[src/rtl/alu_share_arbiter.sv]
// alu_share_arbiter
// Lets two requesters share one ALU and its ALU control decoder.
// Requester 0 is the main pipeline. Requester 1 is an auxiliary unit.
// Arbitration is round-robin. A requester may lock the grant so that it can
// issue a back-to-back sequence without the other requester interleaving.
//
// Pipeline, for a grant at edge N:
//   edge N   : the issue stage loads alu_op/alu_funct/alu_a/alu_b.
//   edge N+1 : the response stage captures alu_result/alu_zero.
//              rsp_valid then pulses for one cycle.
// There is no response backpressure.
//
// Ports:
//   clk, rst_n              clock; asynchronous active-low reset
//   reqX_valid/lock         request valid; keep the grant after this op
//   reqX_op/funct/a/b       request payload
//   reqX_gnt                combinational accept, valid & gnt transfers
//   alu_op/funct/a/b        registered drive to the ALU control and the ALU
//   alu_result, alu_zero    combinational ALU outputs for the current alu_*
//   rsp_valid/id/result/zero registered response tagged with the requester
//   busy                    pipeline occupied or a lock is held
module alu_share_arbiter #(
    parameter int unsigned W = 32
) (
    input  logic         clk,
    input  logic         rst_n,
    input  logic         req0_valid,
    input  logic         req0_lock,
    input  logic [1:0]   req0_op,
    input  logic [5:0]   req0_funct,
    input  logic [W-1:0] req0_a,
    input  logic [W-1:0] req0_b,
    output logic         req0_gnt,
    input  logic         req1_valid,
    input  logic         req1_lock,
    input  logic [1:0]   req1_op,
    input  logic [5:0]   req1_funct,
    input  logic [W-1:0] req1_a,
    input  logic [W-1:0] req1_b,
    output logic         req1_gnt,
    output logic [1:0]   alu_op,
    output logic [5:0]   alu_funct,
    output logic [W-1:0] alu_a,
    output logic [W-1:0] alu_b,
    input  logic [W-1:0] alu_result,
    input  logic         alu_zero,
    output logic         rsp_valid,
    output logic         rsp_id,
    output logic [W-1:0] rsp_result,
    output logic         rsp_zero,
    output logic         busy
);

    logic rr_ptr_q;      // requester preferred when both are valid
    logic lock_held_q;
    logic lock_owner_q;
    logic iss_valid_q;
    logic iss_id_q;

    logic gnt0, gnt1, any_gnt, win_id, win_lock;

    always_comb begin
        gnt0 = 1'b0;
        gnt1 = 1'b0;
        if (lock_held_q) begin
            // The non-owner is starved even when the owner is idle.
            gnt0 = req0_valid & ~lock_owner_q;
            gnt1 = req1_valid & lock_owner_q;
        end else if (req0_valid && req1_valid) begin
            gnt0 = ~rr_ptr_q;
            gnt1 = rr_ptr_q;
        end else begin
            gnt0 = req0_valid;
            gnt1 = req1_valid;
        end
    end

    assign req0_gnt = gnt0;
    assign req1_gnt = gnt1;
    assign any_gnt  = gnt0 | gnt1;
    assign win_id   = gnt1;
    assign win_lock = gnt1 ? req1_lock : req0_lock;

    // Arbitration state.
    // A grant with lock=0 releases the lock, whoever held it.
    // A non-owner can never be granted while the lock is held.
    always_ff @(posedge clk or negedge rst_n) begin
        if (!rst_n) begin
            rr_ptr_q     <= 1'b0;
            lock_held_q  <= 1'b0;
            lock_owner_q <= 1'b0;
        end else if (any_gnt) begin
            rr_ptr_q    <= ~win_id;
            lock_held_q <= win_lock;
            if (win_lock) begin
                lock_owner_q <= win_id;
            end
        end
    end

    // Issue stage. The alu_* outputs hold their values on idle cycles.
    // This avoids needless toggling of the ALU inputs.
    always_ff @(posedge clk or negedge rst_n) begin
        if (!rst_n) begin
            iss_valid_q <= 1'b0;
            iss_id_q    <= 1'b0;
            alu_op      <= 2'b00;
            alu_funct   <= 6'd0;
            alu_a       <= '0;
            alu_b       <= '0;
        end else begin
            iss_valid_q <= any_gnt;
            if (any_gnt) begin
                iss_id_q  <= win_id;
                alu_op    <= gnt1 ? req1_op    : req0_op;
                alu_funct <= gnt1 ? req1_funct : req0_funct;
                alu_a     <= gnt1 ? req1_a     : req0_a;
                alu_b     <= gnt1 ? req1_b     : req0_b;
            end
        end
    end

    // Response stage.
    always_ff @(posedge clk or negedge rst_n) begin
        if (!rst_n) begin
            rsp_valid  <= 1'b0;
            rsp_id     <= 1'b0;
            rsp_result <= '0;
            rsp_zero   <= 1'b0;
        end else begin
            rsp_valid <= iss_valid_q;
            if (iss_valid_q) begin
                rsp_id     <= iss_id_q;
                rsp_result <= alu_result;
                rsp_zero   <= alu_zero;
            end
        end
    end

    assign busy = iss_valid_q | rsp_valid | lock_held_q;

endmodule

[config.mk]
export PLATFORM = sky130hd
export DESIGN_NAME = alu_share_arbiter
export DESIGN_NICKNAME = d
export VERILOG_FILES = /design/src/rtl/alu_share_arbiter.sv
export SDC_FILE = /design/constraint.sdc
export NUM_CORES = 1
export LEC_CHECK = 0
export ABC_AREA = 1
export BUFFER_PORTS_ARGS = -buffer_cell sky130_fd_sc_hd__buf_2
export CAP_MARGIN = 20
export CORE_MARGIN = 10
export CORE_UTILIZATION = 47
export DETAILED_ROUTE_END_ITERATION = 6
export PLACE_DENSITY = 0.86
export SYNTH_ARGS = -nofsm -noshare
export SYNTH_HDL_FRONTEND = slang
export SYNTH_SLANG_ARGS = --single-unit
[constraint.sdc]
create_clock -name clk -period 2.83 [get_ports clk]
set_input_delay 0.283 -clock clk [delete_from_list [all_inputs] [get_ports clk]]
set_output_delay 0.283 -clock clk [all_outputs]
set_load 0.02 [all_outputs]
==> metrics.txt, run 1 <==
worst hold start=req0_a[15]; Post-CTS Setup Inserts=0; Nets=970; largest net degree at the start of global routing=76; Post-CTS Hold Fix Bufs=1; number of global-route vias before repair=4754; fillers=861; all-layer global routing usage=21.1%; Clock power frac=12.2%; CP endpoint kind=output pin; area delta synth->final=35.6%; final hold vios=0; antenna viol nets, final=0; Final Max Slew Viols=0; Critical Path Start=lock_held_q; row count=37; Crit path largest cell delay=0.48 ns; CTS Buf Count=9; Slew @ Worst Pin=0.768 ns; fin crit share=85.0%; vias per cell=5.08; worst hold path type=primary input to flop; Peak Freq=416 MHz; RePlAce Congestion=0.838; clock sinks=112; synthesized flop and latch total=112; register area=0.00280 mm^2; Clock Root Buffer=clkbuf_8; Tmin final=2.40 ns; first-pass detailed-route iteration total=4; CP max-delay cell=inv_2; Ys Warns=0; type of the worst setup path=flop to output pin; port buffer count=292; Switching Share=46.3%; Vias=4723; Post-DP HPWL=12900 um; Die W=122 um; RSZ-0062 raised after global routing=false; Gate Count Post-Synth=509; Clock transition at path regs=0.12 ns; DRC Markers=0; clock buffer depth=2; status=finished, final reports clean; area taken by multi-input logic gates=0.00179 mm^2; final setup fails=0; die height=122 um; Finished Layout Cells=930; overall power=7770 uW; H-tree depth=3; type of origin of the critical path=flop; pwr dens=1180 mW/mm^2; worst clock skew=0.0156 ns; I/O pins=293; CTS resizes=0; Worst VDD drop=543 uV; internal power=4170 uW; Core Area=0.0102 mm^2; crit-path cells=a21oi_4 -> nand2_4 -> inv_2 -> buf_2; sequential fraction of design power=36.8%; Worst EP arrival=2.12 ns; combinational power share=51.0%; CP Max Fanout=34; Rel. slew slack=48.8%; DR WL/cell=17.7 um; data required time of the critical path=2.55 ns; CTS tree=built; Net Sw Power=3590 uW; Mapped Nets=692; sequential area share after synthesis=57.6%; grt ovf=0; share of cells above drive strength 1=45.2%; Static Leak=0.00357 uW; Inst Count DP=911; final wirelength=16400 um; number of max-cap violations=0; Avg Inst Size Synth=9.55 um^2; worst r2r src=lock_held_q; first-pass GRT wire length=25100 um; total die area=0.0148 mm^2; Detailed Route Iter0 Violations=384; post-synthesis cell area=0.00486 mm^2; Fin Setup TNS=0 ns; initial antenna violation count=2; Clock Latency Late Sink=0.37 ns; Synth cell types=15; Initial Utilization=47.7%; Final Util=64.7%
[logic make-up after synthesis]
| kind of cell | after synthesis | share of synthesized area, % |
|---|---|---|
| and+or+nand+nor | 311 | 28.4 |
| buffers and inverters | 50 | 5.61 |
| AOI/OAI and AO/OA | 2 | 0.437 |
| muxes | 34 | 7.87 |
| DFF | 112 | 57.6 |
[state kept, by name, summed over array words and instances, names as in the netlist]
register      flops
alu_funct         6
rsp_id            1
rsp_valid         1
iss_valid_q       1
alu_b            32
lock_owner_q      1
rr_ptr_q          1
alu_a            32
iss_id_q          1
rsp_result       32
rsp_zero          1
alu_op            2
lock_held_q       1
[worst max-delay path: cells and delay by family (launching register included)]
| family | cells | cell delay [ns] |
|---|---|---|
| AO/OA/AOI/OAI | 1 | 0.27 |
| buffers and inverters | 2 | 0.74 |
| AND/OR/NAND/NOR | 1 | 0.26 |
| flip-flops | 1 | 0.47 |
[metrics by stage]
stage | instance area, um^2 | setup slack [ns] | hold WS [ns]
after floorplan | 4860 | 1.48 | -0.0126
after global placement | 6380 | 0.831 | 0.344
after detailed placement | 6380 | 0.789 | 0.350
after CTS | 6590 | 0.424 | 0.101
after global routing | 6590 | 0.279 | 0.0952
final | 6590 | 0.426 | 0.121
[placed cells by master (no fill, tap or decap), types with 2 or more instances in the layout]
cell type  netlist  layout
buf_2           20     291
nand2_1        156     155
nand3_1        151     151
dfrtp_1        112     112
mux2_2          34      34
inv_1           13      13
clkbuf_8         0      10
buf_4            0       6
inv_2            3       3
inv_6            0       3
buf_12           0       3
diode_2          0       2
nand2_2          1       2
inv_8            0       2
[cell usage after synthesis (all sizes together)]
| cell | count | area [um^2] |
|---|---|---|
| nand2 | 158 | 603 |
| nand3 | 151 | 756 |
| dfrtp | 112 | 2800 |
| mux2 | 34 | 383 |
| buf | 28 | 190 |
| inv | 16 | 60.1 |
| clkbuf | 6 | 22.5 |
| a21oi | 1 | 16.3 |
| nand3b | 1 | 20.0 |
| nor2 | 1 | 3.75 |
| o21ai | 1 | 5.00 |
[final cells by class]
type                    count  share of cell area [%]
diodes                      2                  0.0759
clock buffers              10                    2.09
clock inverters             6                   0.854
inverters                  16                   0.911
multi-input cells         347                    27.1
flip-flops and latches    112                    42.5
well taps                 136                    2.58
repair buffers            301                    23.8
[path summary, 6_finish.rpt]
check,to,slack (ns),cells past startpoint
setup / recovery,req1_gnt,0.43,4
hold / removal,alu_a[15],0.12,3
setup reg to reg,alu_a[21],0.75,7
hold reg to reg,lock_owner_q,0.48,2
max in group asynchronous,alu_op[1],1.60,3
min in group asynchronous,alu_b[10],0.46,2
[layer usage]
| metal | wire length [um] | vias up | part of all wire (%) | track usage (%) |
|---|---|---|---|---|
| li1 | - | 2241 | - | - |
| met1 | 6270 | 2227 | 38 | 24.9 |
| met2 | 8420 | 238 | 51 | 36.2 |
| met3 | 1510 | 17 | 9.2 | 6.94 |
| met4 | 224 | 0 | 1.4 | 5.51 |
| met5 | 0 | - | 0 | 0 |
[power groups by stage]
stage / Combinational [uW] / Sequential (uW) / Clock, uW
finish: 3960 / 2860 / 944
global route: 4310 / 2960 / 1030
CTS: 4030 / 2850 / 967
detailed placement: 4020 / 2890 / 0
global placement: 3960 / 2820 / 0
floorplan: 1630 / 3820 / 0
Power figures use the tool's default switching activity.
==> run 2: changes to the inputs <==
- CORE_UTILIZATION: 47 -> 39
- PLACE_DENSITY: 0.86 -> 0.76
- clock period: 2.83 -> 2.1 ns (I/O delays scaled with it)
==> run 2 against run 1 <==
Cell count up 3.4%. Worst hold slack got worse by 0.052 ns. Flip-flop and latch count unchanged. Global-route usage fell by 2.6 points. Total power increased by 42%. First-iteration DRC count fell by 24%. Utilization down 8.6 points. Highest routed layer is now met5.
==> metrics.txt, run 2 (same netlist as run 1, synthesis figures left out) <==
Peak Freq=546 MHz; initial antenna violation count=3; Fin Setup TNS=0 ns; DRC Markers=0; dpl ws=0.544 ns; Critical Path Start=lock_held_q; critical path endpoint=req1_gnt; commonest non-fill, non-tap cell in the layout=buf_2; CP Max Fanout=13; H-tree depth=3; clock sinks=112; Clock Root Buffer=clkbuf_16; met1 Use GR=20.8%; antenna viol nets, final=0; first-pass detailed-route iteration total=6; Clock transition at path regs=0.07 ns; Worst VDD drop=756 uV; vias per cell=4.81; worst hold path type=primary input to flop; Initial Utilization=40.1%; worst hold slack=0.0689 ns; Inst Count DP=944; Post-DP HPWL=12600 um; Post-CTS Hold Fix Bufs=1; clock buffer depth=2; area delta synth->final=39.8%; post-route cell area=0.00680 mm^2; crit-path cells=a21oi_4 -> nand2_4 -> inv_2 -> buf_2; most frequent cells in the layout=291 x buf_2, 155 x nand2_1, 151 x nand3_1, 112 x dfrtp_1, 34 x mux2_2; Clock Latency Late Sink=0.35 ns; number of max-cap violations=0; RR Endpoint=alu_a[19]; Nets=971; Worst EP arrival=1.62 ns; fillers=1139; Detailed Route Iter0 Violations=293; register area=0.00280 mm^2; worst clock skew=0.00455 ns; total die area=0.0173 mm^2; worst setup margin=0.268 ns; final setup fails=0; r2r setup slk=0.54 ns; worst r2r path cells=7; DR WL/cell=17.0 um; Slew @ Worst Pin=0.582 ns; row count=40; Core Area=0.0121 mm^2; Finished Layout Cells=962; worst r2r src=lock_held_q; GRT Max-Usage Layer=met2; Vias=4629; Rel. slew slack=61.2%; type of the worst setup path=flop to output pin; pwr dens=1620 mW/mm^2; share of cells above drive strength 1=45.1%; CP endpoint kind=output pin; port buffer count=292; Static Leak=0.00363 uW; data required time of the critical path=1.89 ns; RSZ-0062 raised after global routing=false; CTS Buf Count=9; die height=132 um; Crit path largest cell delay=0.45 ns; final hold vios=0; met3 Use GR=6.48%; type of origin of the critical path=flop; first-pass GRT wire length=26100 um; number of global-route vias before repair=4973; RePlAce Congestion=0.796; Die W=132 um; largest net degree at the start of global routing=113; grt ovf=0; final wirelength=16400 um; grt met2 use=31.0%; fin crit share=87.2%; Final Max Slew Viols=0; area taken by multi-input logic gates=0.00179 mm^2; Tmin final=1.83 ns; status=finished, final reports clean; Post-CTS Setup Inserts=0; CP max-delay cell=dfrtp_1; CTS resizes=0; all-layer global routing usage=18.5%; placed cell areas=0.00647 mm^2; Top Registers=alu_a (32), alu_b (32), rsp_result (32); I/O pins=293; CTS tree=built
==> run 2: worst min-delay path by stage <==
stage	from	to	slack, ns	cells after the start
after floorplan	rst_n	alu_a[0]	-0.09	0
after global placement	rst_n	rsp_result[31]	0.33	2
after detailed placement	rst_n	rsp_result[28]	0.34	2
after CTS	req1_a[24]	alu_a[24]	0.06	3
after global routing	req1_a[24]	alu_a[24]	0.06	3
final	req0_b[30]	alu_b[30]	0.07	3
==> run 2: per-layer routing <==
metal	wire (um)	share of wire [%]	vias to the layer above
met1	6440	39	2110
met3	1510	9.2	26
met4	436	2.7	2
li1	-	-	2249
met2	7970	49	242
met5	13	0.079	-
==> run 2: stage by stage <==
step | util, % | total power [uW]
3_3_place_gp | 53.4 | 9210
4_1_cts | 56.1 | 11200
5_1_grt | 56.1 | 11800
6_report | 56.1 | 11000
3_5_place_dp | 53.4 | 9340
2_1_floorplan | - | 7340
==> run 2: power by group <==
| group | switching, uW | internal (uW) |
|---|---|---|
| clock | 763 | 1040 |
| sequential | 603 | 3260 |
| combinational | 3430 | 1940 |
| total | 4790 | 6240 |
==> run 2: area by class of cell <==
class | instances | share of cell area [%]
Inverter | 16 | 0.884
Antenna cell | 2 | 0.0737
Tap cell | 168 | 3.09
Clock buffer | 10 | 3.37
Clock inverter | 5 | 1.22
Timing Repair Buffer | 302 | 23.8
Sequential cell | 112 | 41.2
Multi-Input combinational cell | 347 | 26.3
==> run 2: critical path: cells and delay by family (launching register included) <==
kind            cells  cell delay, ns
simple gates        1            0.09
compound gates      1            0.27
buf+inv             2            0.46
flops               1            0.45
